File: config.mk
export PLATFORM = sky130hd
export DESIGN_NAME = seq_mult_param_flat
export DESIGN_NICKNAME = d
export VERILOG_FILES = /design/src/rtl/seq_mult_pkg.sv /design/src/rtl/seq_mult_param_if.sv /design/src/rtl/seq_mult_datapath.sv /design/src/rtl/seq_mult_param.sv /design/src/flat_wrapper.sv
export SDC_FILE = /design/constraint.sdc
export NUM_CORES = 1
export LEC_CHECK = 0
export CORE_AREA = 2 2 74 76
export CTS_CLUSTER_DIAMETER = 60
export DETAILED_ROUTE_END_ITERATION = 16
export DIE_AREA = 0 0 76 78
export GPL_TIMING_DRIVEN = 0
export HOLD_SLACK_MARGIN = 0.06
export PLACE_DENSITY = 0.56
export RECOVER_POWER = 50
export SLEW_MARGIN = 20
export SYNTH_ARGS = -nofsm -noshare
export SYNTH_HDL_FRONTEND = slang
export SYNTH_HIERARCHICAL = 1
export SYNTH_SLANG_ARGS = --single-unit
File: constraint.sdc
create_clock -name clock -period 3.3 [get_ports clock]
set_input_delay 0.66 -clock clock [delete_from_list [all_inputs] [get_ports clock]]
set_output_delay 0.66 -clock clock [all_outputs]
set_load 0.02 [all_outputs]
File: src/rtl/seq_mult_pkg.sv
// Shared types and helpers for the sequential shift-add multiplier.
// Magnitude helpers work on a 64-bit carrier; callers slice back to operand width.
package seq_mult_pkg;

  typedef enum logic [1:0] {
    IDLE   = 2'd0,
    CALC   = 2'd1,
    FINISH = 2'd2
  } state_t;

  typedef struct packed {
    logic load;
    logic step;
  } dp_ctrl_t;

  function automatic int cnt_width(input int w);
    return $clog2(w + 1);
  endfunction

  function automatic logic [63:0] twos_neg(input logic [63:0] v);
    return ~v + 64'd1;
  endfunction

  // The most negative value maps onto 2^(w-1), which still fits in w unsigned bits.
  function automatic logic [63:0] mag(input logic [63:0] v, input int w, input logic sgn);
    logic [63:0] mask;
    mask = (64'd1 << w) - 64'd1;
    if (sgn && v[w-1]) return twos_neg(v) & mask;
    return v;
  endfunction

endpackage

File: src/rtl/seq_mult_param_if.sv
// Request/result bundle between the issuing controller and the multiplier.
interface seq_mult_param_if #(parameter int DP_WIDTH = 4);
  logic                    start;
  logic                    signed_mode;
  logic [DP_WIDTH-1:0]     multiplicand;
  logic [DP_WIDTH-1:0]     multiplier;
  logic [2*DP_WIDTH-1:0]   product;
  logic                    ready;
  logic                    done;

  modport master (
    output start, signed_mode, multiplicand, multiplier,
    input  product, ready, done
  );

  modport slave (
    input  start, signed_mode, multiplicand, multiplier,
    output product, ready, done
  );
endinterface

File: src/rtl/seq_mult_datapath.sv
// Shift-add core: B/C/A/Q registers, P bit counter and sign fix-up of {A,Q}.
// SEQ_MULT_ZERO_SKIP_EN forces Q to zero on a zero-magnitude load.
module seq_mult_datapath
  import seq_mult_pkg::*;
#(
  parameter int DP_WIDTH = 4
) (
  input  logic                  clock,
  input  logic                  reset_b,
  input  dp_ctrl_t              ctrl,
  input  logic                  signed_mode,
  input  logic [DP_WIDTH-1:0]   multiplicand,
  input  logic [DP_WIDTH-1:0]   multiplier,
  output logic                  zero_op,
  output logic                  last,
  output logic [2*DP_WIDTH-1:0] result
);

  localparam int W  = DP_WIDTH;
  localparam int CW = cnt_width(DP_WIDTH);
  localparam int XW = 64 - DP_WIDTH;

  logic [W-1:0]    b, a, q;
  logic            c, neg;
  logic [CW-1:0]   p;
  logic [63:0]     b_ext, q_ext;
  logic [W-1:0]    b_mag, q_mag;
  logic [W:0]      sum;
  logic [2*W-1:0]  aq;
  logic            unused_bits;

  assign b_ext   = mag({{XW{1'b0}}, multiplicand}, W, signed_mode);
  assign q_ext   = mag({{XW{1'b0}}, multiplier}, W, signed_mode);
  assign b_mag   = b_ext[W-1:0];
  assign q_mag   = q_ext[W-1:0];
  assign zero_op = (b_mag == '0) || (q_mag == '0);

  assign sum  = {1'b0, a} + {1'b0, (q[0] ? b : {W{1'b0}})};
  assign last = (p == CW'(1));
  assign aq   = {a, q};
  // Negating zero wraps back to zero, so no negative-zero case exists.
  assign result = neg ? (~aq + {{(2*W-1){1'b0}}, 1'b1}) : aq;

  assign unused_bits = ^{b_ext[63:W], q_ext[63:W], c};

  always_ff @(posedge clock or negedge reset_b) begin
    if (!reset_b) begin
      b   <= '0;
      c   <= 1'b0;
      a   <= '0;
      q   <= '0;
      p   <= '0;
      neg <= 1'b0;
    end else if (ctrl.load) begin
      b   <= b_mag;
      c   <= 1'b0;
      a   <= '0;
      p   <= CW'(W);
      neg <= signed_mode & (multiplicand[W-1] ^ multiplier[W-1]);
`ifdef SEQ_MULT_ZERO_SKIP_EN
      q   <= zero_op ? '0 : q_mag;
`else
      q   <= q_mag;
`endif
    end else if (ctrl.step) begin
      // Add and right shift folded into one update: the carry lands in A's MSB.
      {c, a, q} <= {1'b0, sum, q[W-1:1]};
      p         <= p - CW'(1);
    end
  end

endmodule

File: src/rtl/seq_mult_param.sv
// Sequential signed/unsigned multiplier, one multiplier bit per clock.
// Optional SEQ_MULT_ZERO_SKIP_EN: zero-magnitude operands go straight to FINISH.
module seq_mult_param
  import seq_mult_pkg::*;
#(
  parameter int DP_WIDTH = 4
) (
  input  logic           clock,
  input  logic           reset_b,
  seq_mult_param_if.slave bus
);

  if (DP_WIDTH < 2 || DP_WIDTH > 32) begin : g_bad_width
    $error("seq_mult_param: DP_WIDTH out of range 2..32");
  end

  state_t                 state, state_nxt;
  dp_ctrl_t               ctrl;
  logic                   zero_op, last, skip;
  logic [2*DP_WIDTH-1:0]  result, product;
  logic                   done;

  seq_mult_datapath #(.DP_WIDTH(DP_WIDTH)) u_dp (
    .clock       (clock),
    .reset_b     (reset_b),
    .ctrl        (ctrl),
    .signed_mode (bus.signed_mode),
    .multiplicand(bus.multiplicand),
    .multiplier  (bus.multiplier),
    .zero_op     (zero_op),
    .last        (last),
    .result      (result)
  );

`ifdef SEQ_MULT_ZERO_SKIP_EN
  assign skip = zero_op;
`else
  logic unused_zero;
  assign skip        = 1'b0;
  assign unused_zero = zero_op;
`endif

  always_ff @(posedge clock or negedge reset_b) begin
    if (!reset_b) state <= IDLE;
    else          state <= state_nxt;
  end

  always_comb begin
    state_nxt = state;
    ctrl      = '0;
    case (state)
      IDLE: begin
        if (bus.start) begin
          ctrl.load = 1'b1;
          state_nxt = skip ? FINISH : CALC;
        end
      end
      CALC: begin
        ctrl.step = 1'b1;
        if (last) state_nxt = FINISH;
      end
      FINISH:  state_nxt = IDLE;
      default: state_nxt = IDLE;
    endcase
  end

  // Product only moves on the FINISH edge; done marks the cycle after it.
  always_ff @(posedge clock or negedge reset_b) begin
    if (!reset_b) begin
      product <= '0;
      done    <= 1'b0;
    end else begin
      done <= (state == FINISH);
      if (state == FINISH) product <= result;
    end
  end

  assign bus.product = product;
  assign bus.ready   = (state == IDLE);
  assign bus.done    = done;

endmodule

File: src/flat_wrapper.sv
// flat-port wrapper written by rule: the top's interface ports become plain ports
module seq_mult_param_flat import seq_mult_pkg::*;
#(
  parameter int DP_WIDTH = 4
)
  (clock, reset_b, bus_start, bus_signed_mode, bus_multiplicand, bus_multiplier, bus_product, bus_ready, bus_done);
  seq_mult_param_if #(.DP_WIDTH(DP_WIDTH)) bus_i ();
  input  logic clock;
  input  logic reset_b;
  input wire logic [$bits(bus_i.start)-1:0] bus_start;
  input wire logic [$bits(bus_i.signed_mode)-1:0] bus_signed_mode;
  input wire logic [$bits(bus_i.multiplicand)-1:0] bus_multiplicand;
  input wire logic [$bits(bus_i.multiplier)-1:0] bus_multiplier;
  output wire logic [$bits(bus_i.product)-1:0] bus_product;
  output wire logic [$bits(bus_i.ready)-1:0] bus_ready;
  output wire logic [$bits(bus_i.done)-1:0] bus_done;
  assign bus_i.start = bus_start;
  assign bus_i.signed_mode = bus_signed_mode;
  assign bus_i.multiplicand = bus_multiplicand;
  assign bus_i.multiplier = bus_multiplier;
  assign bus_product = bus_i.product;
  assign bus_ready = bus_i.ready;
  assign bus_done = bus_i.done;
  seq_mult_param #(.DP_WIDTH(DP_WIDTH)) u_core (.clock(clock), .reset_b(reset_b), .bus(bus_i));
endmodule
==> results by stage <==
Outcome:
- The flow ran to the end, and the final reports show no timing, DRC or antenna violations.

Die:
- The initial standard-cell utilization of the core is 32.06%.
- The chip height is 78 µm.
- The die is 76 µm wide.
- The overall die area is about 0.006 mm².
- The count of boundary I/O pins is 22.
- The row count is 26.
- The core outline area is 0.005042 mm².

Worst setup path:
- In this run the worst path has a maximum fanout of 5.
- Data arrives at the worst endpoint at 1.45 ns.
- STA classifies the critical path startpoint as a flip-flop.
- The worst stage delay on the critical path is 0.61 ns.
- The critical path is of the reg -> out type.
- Together, buffers and inverters on the worst path number 1.
- Walking the worst path, the cells encountered are nor2_1, clkdlybuf4s50_1.
- The worst setup path is captured at an output port.
- Tracing the worst setup path back leads to its startpoint at u_core/state[0].
- Data on the critical path is required at its endpoint by 2.64 ns.
- The gate family responsible for the most delay along the worst path is buffers and inverters.
- The cell type of the slowest stage on the worst timing path is sky130_fd_sc_hd__clkdlybuf4s50_1.
- The startpoint identified for the worst register-to-register timing path is u_core/u_dp/q[0].

Routing:
- The residual DRC count is 0.
- The vias per cell is ~4.4.
- The wire length reported by the detailed router is 2.879 mm.
- The routed layout has ~1.1k vias.
- For this run, the detailed router's first-pass iteration total came to 4.
- In this run the remaining antenna-violating nets after routing total 0.
- The starting DRC count in detailed routing is 32.
- In the final routed layout, each cell accounts on average for 11.52 µm.

Min path:
- The min-delay analysis places its worst path in the category reg -> reg.
- In this run the most critical hold path is launched from u_core/state[1].

STA:
- The post-route setup TNS is 0 ns.
- The count of final hold-check violations was 0.
- The share of the clock period used by the worst path is 63.89%.
- Setup repair after global routing left no endpoint under its margin.
- Setup violations remaining at the end of the flow were counted as 0.
- The top achievable clock speed is 474.3 MHz.
- The transition at the pin with the smallest max-transition slack is 1.469 ns.
- The final number of max-transition violations is 0.
- The final critical path time including I/O delays and setup is approximately 2.1 ns.
- For the final database, setup skew stands at approximately 0.004 ns.
- The worst slew margin relative to its limit is 2.096%.

Power:
- The internal power of the cells totals 1.043 mW.
- The worst-case IR drop observed on VDD is 0.0002234 V.
- Dividing total power by cell area gives a power density of 883.8 mW/mm².
- The sum of internal, switching and leakage power is about 1.7 mW.
- The share of total power dissipated in the clock network is 11.1%.
- Net switching is between 30 and 40% of the power.
- The power spent charging and discharging nets is 0.6713 mW.
- Sequential cells account for between 30% and 40% of the total power.
- The share of total power dissipated in combinational logic is 53.5%.
- The analysis attributes to cell leakage a power of 0.8435 nW.

Placement:
- Input and output buffers added on the ports amount to 21.
- The routability congestion estimate is 0.7434.
- Detailed placement ended at an HPWL of 2.175 mm.

CTS:
- The count of instances resized after the clock tree is built is 0.
- The number of setup buffers added after CTS is 0.
- Counting the buffers created by CTS gives 3.
- The level count of the clock H-tree is 1.
- For this design, the CTS-stage hold fixing added 0 buffers.
- The longest clock path from root to sink contains 2 buffers.
- The number of clock sinks seen by CTS is 27.
- The clock latency on the worst-skew pair is around 0.27 ns.
- The CTS tree is done.
- The root buffer cell chosen for the clock tree is sky130_fd_sc_hd__clkbuf_8.
- Clock-pin slew was measured on the worst setup and hold paths at ~0.090 ns.

Yosys:
- Dividing the synthesized area by the synthesized cell count gives 10.43 µm².
- The post-synthesis cell count is 155.
- The combined area of all synthesized cells is 0.001617 mm².
- Synthesis produced a netlist with a net count of 177.
- For this run, the number of Yosys warnings is 6.

GRT:
- The total routing resource utilization after global routing is roughly 11%.
- The pin count of the biggest net entering global routing is 28.
- The initial antenna violation count came to 0.
- The first global-routing pass estimated 5.181 mm of wire.
- The number of global-route vias before repair was 1,121.
- After global routing the overflow that remains totals 0.

Run:
- The tool flagged a number of max-cap violations equal to 0.

Layout:
- At the end of the flow, the number of nets in the layout was a little over 200.
- Relative to the synthesized area, the layout overhead comes to 19.97%.
- The share of post-route cells with drive strength above 1 is 11.11%.
- The number of antenna diodes is 0.
[state kept, by name, indices dropped and copies added, names as in the netlist]
| signal | flops |
|---|---|
| u_core/bus.done | 1 |
| u_core/bus.product | 8 |
| u_core/state | 2 |
| u_core/u_dp/a | 4 |
| u_core/u_dp/b | 4 |
| u_core/u_dp/neg | 1 |
| u_core/u_dp/p | 3 |
| u_core/u_dp/q | 4 |
[worst paths after layout]
path | slack, ns | depth (start not counted) | to
max in group asynchronous | 1.73 | 1 | u_core/bus.product[7]
max reg2reg | 1.48 | 7 | u_core/u_dp/a[3]
min | 0.48 | 1 | u_core/state[0]
max | 1.19 | 2 | bus_ready
min reg2reg | 0.48 | 1 | u_core/state[0]
min in group asynchronous | 0.72 | 1 | u_core/u_dp/b[1]
[placed cells by master (no fill, tap or decap), types with 2 or more instances in the layout]
| cell | n |
|---|---|
| sky130_fd_sc_hd__and2_1 | 4 |
| sky130_fd_sc_hd__clkdlybuf4s50_1 | 19 |
| sky130_fd_sc_hd__nand3b_1 | 2 |
| sky130_fd_sc_hd__ha_1 | 9 |
| sky130_fd_sc_hd__dfrtp_1 | 27 |
| sky130_fd_sc_hd__clkbuf_1 | 6 |
| sky130_fd_sc_hd__inv_1 | 16 |
| sky130_fd_sc_hd__nand2_1 | 7 |
| sky130_fd_sc_hd__nor2b_1 | 8 |
| sky130_fd_sc_hd__mux2_1 | 2 |
| sky130_fd_sc_hd__nand3_1 | 3 |
| sky130_fd_sc_hd__a211oi_1 | 3 |
| sky130_fd_sc_hd__o31ai_1 | 2 |
| sky130_fd_sc_hd__mux2i_1 | 5 |
| sky130_fd_sc_hd__xor2_1 | 3 |
| sky130_fd_sc_hd__buf_2 | 2 |
| sky130_fd_sc_hd__nor2_1 | 8 |
| sky130_fd_sc_hd__xnor2_1 | 8 |
| sky130_fd_sc_hd__a21oi_1 | 9 |
| sky130_fd_sc_hd__o21ai_0 | 6 |
| sky130_fd_sc_hd__clkbuf_8 | 3 |
| sky130_fd_sc_hd__or3_4 | 2 |
| sky130_fd_sc_hd__nand2b_1 | 4 |
| sky130_fd_sc_hd__mux2_4 | 6 |
[per-stage QoR]
step	worst slack, ns	cell area, µm²	cells	utilization (%)	hold WS (ns)
4_1_cts	1.172	1956	250	38.78	0.4010
5_1_grt	1.077	1939	250	38.46	0.5023
6_report	1.192	1939	250	38.46	0.4800
2_1_floorplan	1.657	1617	155	-	0.3644
3_3_place_gp	1.001	1914	246	37.97	0.4631
3_5_place_dp	0.9960	1909	246	37.87	0.4659
[cell type report]
type	count	area (µm²)
Clock buffer	3	41.29
Sequential cell	27	675.6
Timing Repair Buffer	21	203.9
Buffer	8	36.28
Clock inverter	1	5.005
Multi-Input combinational cell	104	829.5
Fill cell	510	3103
Inverter	16	60.06
Tap cell	70	87.58
[power groups by stage]
stage	sequential, mW	clock [mW]	combinational (mW)
global placement	0.615	0	0.925
global route	0.634	0.213	1.03
finish	0.606	0.191	0.917
CTS	0.611	0.202	0.942
floorplan	0.640	0	0.653
detailed placement	0.618	0	0.938
[layer usage]
metal,vias up,track usage (%),share of wire [%]
met5,-,0,0
met4,0,4.909,0.80
met3,2,2.093,2.5
met2,14,18.21,48
met1,504,13.75,49
li1,571,-,-
Power figures use the tool's default switching activity.
